$ cat config.mk
export PLATFORM = sky130hd
export DESIGN_NAME = lane_region_filler
export DESIGN_NICKNAME = d
export VERILOG_FILES = /design/src/rtl/lane_region_filler_pkg.sv /design/src/rtl/lane_region_filler_scan_counter.sv /design/src/rtl/lane_region_filler.sv
export SDC_FILE = /design/constraint.sdc
export NUM_CORES = 1
export LEC_CHECK = 0
export ABC_AREA = 1
export BUFFER_PORTS_ARGS = -buffer_cell sky130_fd_sc_hd__buf_2
export CAP_MARGIN = 0
export CORE_MARGIN = 2
export CORE_UTILIZATION = 35
export DETAILED_ROUTE_END_ITERATION = 10
export HOLD_SLACK_MARGIN = 0.1
export PLACE_DENSITY = 0.57
export SETUP_SLACK_MARGIN = 0.15
export SLEW_MARGIN = 20
export SYNTH_ARGS = -nofsm -noshare
export SYNTH_HDL_FRONTEND = slang
export SYNTH_SLANG_ARGS = --single-unit
$ cat constraint.sdc
create_clock -name Clock -period 2.7 [get_ports Clock]
set_input_delay 0.135 -clock Clock [delete_from_list [all_inputs] [get_ports Clock]]
set_output_delay 0.135 -clock Clock [all_outputs]
set_load 0.02 [all_outputs]
$ cat src/rtl/lane_region_filler_pkg.sv
// Shared screen constants, lane geometry defaults and the filler state encoding.
// Also imported by the obstacle and player renderers, so geometry stays consistent.
package lane_region_filler_pkg;

  localparam int XSCREEN = 640;
  localparam int YSCREEN = 480;
  localparam int X_BITS  = 10;
  localparam int Y_BITS  = 9;

  localparam int COLOR_BITS_DEF = 9;
  localparam logic [COLOR_BITS_DEF-1:0] BLACK = '0;

  localparam int NUM_LANES_DEF    = 5;
  localparam int LANE_START_X_DEF = 120;
  localparam int LANE_PITCH_DEF   = 80;
  localparam int LANE_INSET_DEF   = 10;
  localparam int FILL_WIDTH_DEF   = 60;

  typedef enum logic [1:0] {
    IDLE   = 2'd0,
    SEEK   = 2'd1,
    FILL   = 2'd2,
    FINISH = 2'd3
  } fill_state_t;

  function automatic int lane_first_col(input int lane, input int start_x,
                                        input int pitch, input int inset);
    return start_x + lane * pitch + inset;
  endfunction

endpackage

$ cat src/rtl/lane_region_filler_scan_counter.sv
// lane_scan_counter: xoff-fastest / y-slower nested raster counter for one lane strip.
// Exposes the next-cycle values so the parent can register pixel coordinates directly.
module lane_scan_counter
  import lane_region_filler_pkg::*;
#(
  parameter int FILL_WIDTH = FILL_WIDTH_DEF,
  parameter int Y_START    = 0,
  parameter int Y_END      = YSCREEN - 1
) (
  input  logic              Clock,
  input  logic              Reset,
  input  logic              load,
  input  logic              en,
  output logic [X_BITS-1:0] xoff_nxt,
  output logic [Y_BITS-1:0] y_nxt,
  output logic              last_pixel
);

  logic [X_BITS-1:0] xoff_q;
  logic [Y_BITS-1:0] y_q;
  logic              x_wrap;

  assign x_wrap     = (xoff_q == X_BITS'(FILL_WIDTH - 1));
  assign last_pixel = x_wrap && (y_q == Y_BITS'(Y_END));

  always_comb begin
    xoff_nxt = xoff_q;
    y_nxt    = y_q;
    if (load) begin
      xoff_nxt = '0;
      y_nxt    = Y_BITS'(Y_START);
    end else if (en) begin
      if (x_wrap) begin
        xoff_nxt = '0;
        y_nxt    = (y_q == Y_BITS'(Y_END)) ? Y_BITS'(Y_START) : y_q + Y_BITS'(1);
      end else begin
        xoff_nxt = xoff_q + X_BITS'(1);
      end
    end
  end

  always_ff @(posedge Clock or posedge Reset) begin
    if (Reset) begin
      xoff_q <= '0;
      y_q    <= '0;
    end else begin
      xoff_q <= xoff_nxt;
      y_q    <= y_nxt;
    end
  end

endmodule

$ cat src/rtl/lane_region_filler.sv
// Fills a run-time subset of lane strips with a colour, streaming pixels over valid/ready.
// Optional LANE_FILLER_AUTOSTART_EN: self-start (all lanes, black) on the first edge after reset.
//
// state  | meaning
// IDLE   | waiting for start; outputs quiet
// SEEK   | stepping lane index, one lane per cycle, looking for the next enabled lane
// FILL   | offering pixels of the current lane; advances on valid && ready
// FINISH | one-cycle done pulse, busy already low
module lane_region_filler
  import lane_region_filler_pkg::*;
#(
  parameter int NUM_LANES    = NUM_LANES_DEF,
  parameter int LANE_START_X = LANE_START_X_DEF,
  parameter int LANE_PITCH   = LANE_PITCH_DEF,
  parameter int LANE_INSET   = LANE_INSET_DEF,
  parameter int FILL_WIDTH   = FILL_WIDTH_DEF,
  parameter int Y_START      = 0,
  parameter int Y_END        = YSCREEN - 1,
  parameter int COLOR_BITS   = COLOR_BITS_DEF
) (
  input  logic                  Clock,
  input  logic                  Reset,
  input  logic                  start,
  input  logic [NUM_LANES-1:0]  lane_mask,
  input  logic [COLOR_BITS-1:0] fill_color,
  input  logic                  abort,
  output logic                  busy,
  output logic                  done,
  output logic [X_BITS-1:0]     pix_x,
  output logic [Y_BITS-1:0]     pix_y,
  output logic [COLOR_BITS-1:0] pix_color,
  output logic                  pix_valid,
  input  logic                  pix_ready
);

  localparam int LANE_W   = $clog2(NUM_LANES + 1);
  localparam int MASK_EXT = 1 << LANE_W;
  localparam int LAST_COL = lane_first_col(NUM_LANES - 1, LANE_START_X, LANE_PITCH, LANE_INSET)
                            + FILL_WIDTH - 1;

  if (LAST_COL >= XSCREEN) begin : g_col_check
    $error("lane_region_filler: last filled column %0d is beyond the screen", LAST_COL);
  end
  if (Y_END < Y_START || Y_END >= YSCREEN) begin : g_row_check
    $error("lane_region_filler: bad row range %0d..%0d", Y_START, Y_END);
  end

  fill_state_t             state_q, state_nxt;
  logic [LANE_W-1:0]       lane_q, lane_nxt;
  logic [NUM_LANES-1:0]    mask_q;
  logic [COLOR_BITS-1:0]   color_q;
  logic [MASK_EXT-1:0]     mask_ext;
  logic [X_BITS-1:0]       lane_base;
  logic                    take_start, cnt_load, cnt_en, hs;
  logic                    start_eff;
  logic [NUM_LANES-1:0]    mask_in;
  logic [COLOR_BITS-1:0]   color_in;
  logic [X_BITS-1:0]       xoff_nxt;
  logic [Y_BITS-1:0]       y_nxt;
  logic                    last_pixel;

`ifdef LANE_FILLER_AUTOSTART_EN
  // High only for the first edge after reset; overrides whatever start carries then.
  logic auto_pend_q;
  always_ff @(posedge Clock or posedge Reset) begin
    if (Reset) auto_pend_q <= 1'b1;
    else       auto_pend_q <= 1'b0;
  end
  assign start_eff = start || auto_pend_q;
  assign mask_in   = auto_pend_q ? '1 : lane_mask;
  assign color_in  = auto_pend_q ? COLOR_BITS'(BLACK) : fill_color;
`else
  assign start_eff = start;
  assign mask_in   = lane_mask;
  assign color_in  = fill_color;
`endif

  assign mask_ext  = MASK_EXT'(mask_q);
  assign hs        = pix_valid && pix_ready;
  assign lane_base = X_BITS'(lane_first_col(int'(lane_q), LANE_START_X, LANE_PITCH, LANE_INSET));

  always_comb begin
    state_nxt  = state_q;
    lane_nxt   = lane_q;
    take_start = 1'b0;
    cnt_load   = 1'b0;
    cnt_en     = 1'b0;
    case (state_q)
      IDLE: begin
        if (start_eff) begin
          take_start = 1'b1;
          lane_nxt   = '0;
          state_nxt  = SEEK;
        end
      end
      SEEK: begin
        if (abort) begin
          state_nxt = IDLE;
        end else if (lane_q == LANE_W'(NUM_LANES)) begin
          state_nxt = FINISH;
        end else if (mask_ext[lane_q]) begin
          cnt_load  = 1'b1;
          state_nxt = FILL;
        end else begin
          lane_nxt = lane_q + LANE_W'(1);
        end
      end
      FILL: begin
        cnt_en = hs;
        if (abort) begin
          state_nxt = IDLE;
        end else if (hs && last_pixel) begin
          lane_nxt  = lane_q + LANE_W'(1);
          state_nxt = SEEK;
        end
      end
      FINISH:  state_nxt = IDLE;
      default: state_nxt = IDLE;
    endcase
  end

  always_ff @(posedge Clock or posedge Reset) begin
    if (Reset) begin
      state_q   <= IDLE;
      lane_q    <= '0;
      mask_q    <= '0;
      color_q   <= '0;
      busy      <= 1'b0;
      done      <= 1'b0;
      pix_valid <= 1'b0;
      pix_x     <= '0;
      pix_y     <= '0;
      pix_color <= '0;
    end else begin
      state_q   <= state_nxt;
      lane_q    <= lane_nxt;
      busy      <= (state_nxt == SEEK) || (state_nxt == FILL);
      done      <= (state_nxt == FINISH);
      pix_valid <= (state_nxt == FILL);
      if (take_start) begin
        mask_q  <= mask_in;
        color_q <= color_in;
      end
      // Coordinates only move on load or a non-final handshake, so they hold under back-pressure.
      if (cnt_load || (cnt_en && !last_pixel)) begin
        pix_x <= lane_base + xoff_nxt;
        pix_y <= y_nxt;
      end
      if (cnt_load) pix_color <= color_q;
    end
  end

  lane_scan_counter #(
    .FILL_WIDTH (FILL_WIDTH),
    .Y_START    (Y_START),
    .Y_END      (Y_END)
  ) u_scan (
    .Clock      (Clock),
    .Reset      (Reset),
    .load       (cnt_load),
    .en         (cnt_en),
    .xoff_nxt   (xoff_nxt),
    .y_nxt      (y_nxt),
    .last_pixel (last_pixel)
  );

endmodule

==> flow_metrics.py <==
metrics = {
    "floorplan": {
        "pin_count": 50,
        "core_um2": 10400,
        "die_x_um": 108,
        "die_h_um": 108,
        "num_rows": 37,
        "dieArea_um2": 11600,
        "initial_core_util_pct": 36.3,
    },
    "finish": {
        "regArea_um2": 1730,
        "post-route-util_pct": 48.7,
        "stdcell_area_um2": 5050,
        "num_antenna_cells": 0,
        "nFillCells": 1004,
        "drive_above_1_share_pct": 32.7,
        "multi_input_area_um2": 1970,
        "num-nets-final": 593,
        "synthToLayoutAreaGrowth_pct": 34.2,
    },
    "detailed_routing": {
        "drt_iter0_markers": 152,
        "antenna_left": 0,
        "routed_via_density": 4.64,
        "drc": 0,
        "vias": 3202,
        "wl_per_cell_um": 12.3,
        "first_pass_iters": 4,
        "wl_mm": 8.47,
    },
    "logic_synthesis": {
        "yosys_most_used_dff": "dfrtp_1",
        "synth-edff-count": 0,
        "syn_area_per_cell_um2": 8.56,
        "synth-seq-cells": 69,
        "synthCells": 439,
        "ys_top_cells_by_count": "nand2_1 (125), dfrtp_1 (69), inv_1 (51), nand3_1 (26), nor2_1 (26)",
        "synth_cell_types": 39,
        "synth_area_leaders": "dfrtp_1 (46%), nand2_1 (12%), ha_1 (8.3%), inv_1 (5.1%), nand3_1 (3.5%)",
        "synth.top_cell.area_share_pct": 45.9,
        "synth_top_cell_by_area": "dfrtp_1",
        "synth.cell_area_um2": 3760,
        "ys_warn_count": 0,
        "syn-num-nets": 483,
        "seq_area_frac_synth_pct": 45.9,
        "synthArstFlopShare_pct": 100,
        "synth_most_common_cell": "nand2_1",
    },
    "global_routing": {
        "gr-total-overflow": 0,
        "grt_max_degree": 40,
        "first_global_vias": 3232,
        "track_usage_pct": 15.7,
        "grt_pass1_wl_mm": 14.4,
        "antenna_found_initial": 0,
    },
    "placement": {
        "port_buffers": 49,
        "dpl-instance-area_um2": 4390,
        "gp_congestion": 0.900,
        "dp_slack_ns": -0.0558,
        "hpwl_mm": 5.94,
    },
    "critical_path": {
        "slowest_delay_ns": 0.40,
        "crit_chain": "inv_2, ha_4, inv_4, nor2_4, inv_4, nor3_4, nand3_1, o22ai_1, nor2_1, ha_1, ha_4, a21oi_2, nor2_1, a211oi_2, nand3_1, nand3_1, nand2_1",
        "reg2regPathDepth": 17,
        "crit_required_ns": 2.95,
        "worst_setup_path_start_kind": "flip-flop",
        "critPathKind": "flip-flop to flip-flop",
        "cp.buffers_inverters": 3,
        "cpMostUsedCell": "nand3_1",
        "reg2reg_to": "pix_x[9]",
        "crit_family": "simple AND/OR/NAND/NOR gates",
        "cp_slowest_cell": "dfrtp_1",
        "critPathMaxFanout": 4,
        "r2r-start": "state_q[0]",
        "reg2reg_slack_ns": -0.14,
        "critPathCaptureType": "flip-flop",
        "cp.arrival_ns": 3.09,
    },
    "clock_network": {
        "numCtsBuffers": 9,
        "cts_buffer_depth": 2,
        "clkLatencyLatePin_ns": 0.35,
        "clkSinkCount": 69,
        "path_clk_slew_ns": 0.08,
        "cts_tree": "built",
        "cts_root_buf": "clkbuf_8",
        "cts.htree.levels": 3,
    },
    "power": {
        "pwr_density_cell_nw_per_um2": 986,
        "p_total_mw": 4.97,
        "leakagePower_nw": 2.60,
        "peakVddDrop_mv": 0.411,
    },
    "run_status": {
        "outcome": "finished with violations",
        "violations": "negative setup slack",
    },
    "job": {
        "cap_violations": 0,
    },
    "timing": {
        "slew_headroom_pct": 53.7,
        "fin_crit_ns": 2.84,
        "hold_violations": 0,
        "setup_ws_ns": -0.144,
        "tightest_slew_ns": 0.692,
        "setup-violations-final": 2,
        "fin_crit_sh_pct": 105,
        "rsz0062_at_grt": "yes",
        "fmax_ghz": 0.352,
        "worst_clock_skew_ns": 0.0100,
        "drv_slew": 0,
    },
    "worst_hold_path": {
        "hold_end": "state_q[0]",
        "hold_path_class": "primary input to flip-flop",
        "min_path_cells": 3,
        "worstHoldStart": "start",
    },
}
sequential cells by signal, summed over array words and instances (netlist names):
name           flops
pix_x             10
u_scan.xoff_q     10
color_q            9
pix_color          9
pix_y              9
u_scan.y_q         9
mask_q             5
lane_q             3
state_q            2
busy               1
done               1
pix_valid          1
where the power goes:
| group | switching, mW | internal, mW |
|---|---|---|
| registers | 0.244 | 1.40 |
| clock network | 0.434 | 0.525 |
| logic | 1.35 | 1.02 |
timing repair:
action                                  CTS  global route
pin swaps                                15            13
gates resized for setup                  13            20
setup buffers                            14             3
hold buffers                             15             0
endpoints found under the setup margin    4             6
endpoints found under the hold margin    44             0
cell usage in the layout (no fill, tap or decap), drive strengths merged:
cell type    count
bufinv           2
clkbuf           9
xor2             5
o21ai           29
or2              1
a31oi            2
nand3           29
o22ai            1
a31o             1
buf             92
nor3             9
clkinv           1
a211oi           1
nand2          130
dlygate4sd3     15
inv             61
nor4             1
o21bai           2
mux2             9
dfrtp           69
a21o             1
nand4            6
xnor2            2
clkinvlp         2
and2             1
ha              25
a21oi           15
nor2            33
through the flow:
stage	std cells	hold slack (ns)	setup TNS, ns
after floorplan	439	0.286	0
after global placement	642	0.276	0
after detailed placement	642	0.271	-0.0558
after CTS	687	0.165	-0.0681
after global routing	690	0.225	-0.714
final	690	0.208	-0.189
layer usage:
metal / wire length [µm] / vias up / track usage, %
li1: - / 1619 / -
met4: 212 / 0 / 5.86
met2: 4070 / 69 / 25.8
met1: 3870 / 1497 / 19.9
met3: 316 / 17 / 3.87
met5: 0 / - / 0
cell families (layout without fill, tap and decap cells):
group	after synthesis	after routing	synth area share, %
adders and majority gates	25	25	8.32
AOI/OAI and AO/OA	52	52	8.15
buffers and inverters	67	182	7.82
DFF	69	69	45.9
muxes	9	9	2.70
xor gates and xnor gates	7	7	1.63
and+or+nand+nor	210	210	25.5
how the worst max path moves through the flow:
stage                           from  endpoint  slack, ns  cells past startpoint
after global placement    state_q[0]  pix_x[9]       0.02                     20
after CTS                 state_q[0]  pix_x[9]      -0.07                     20
final                     state_q[0]  pix_x[9]      -0.14                     17
after floorplan           state_q[0]  pix_x[9]      0.003                     20
after detailed placement  state_q[0]  pix_x[9]      -0.06                     20
after global routing      state_q[0]  pix_x[9]      -0.34                     17
worst min-delay path: stages:
cell,delay (ns)
buf_2,0.10
nor3_1,0.05
a31oi_2,0.21
final cells by class:
cell class,count,area share [%]
clock inverters,7,1.93
repair buffers,107,14.6
clock buffers,9,2.45
multi-input cells,303,39.0
inverters,59,4.49
flip-flops and latches,69,34.2
well taps,136,3.37
Power figures use the tool's default switching activity.
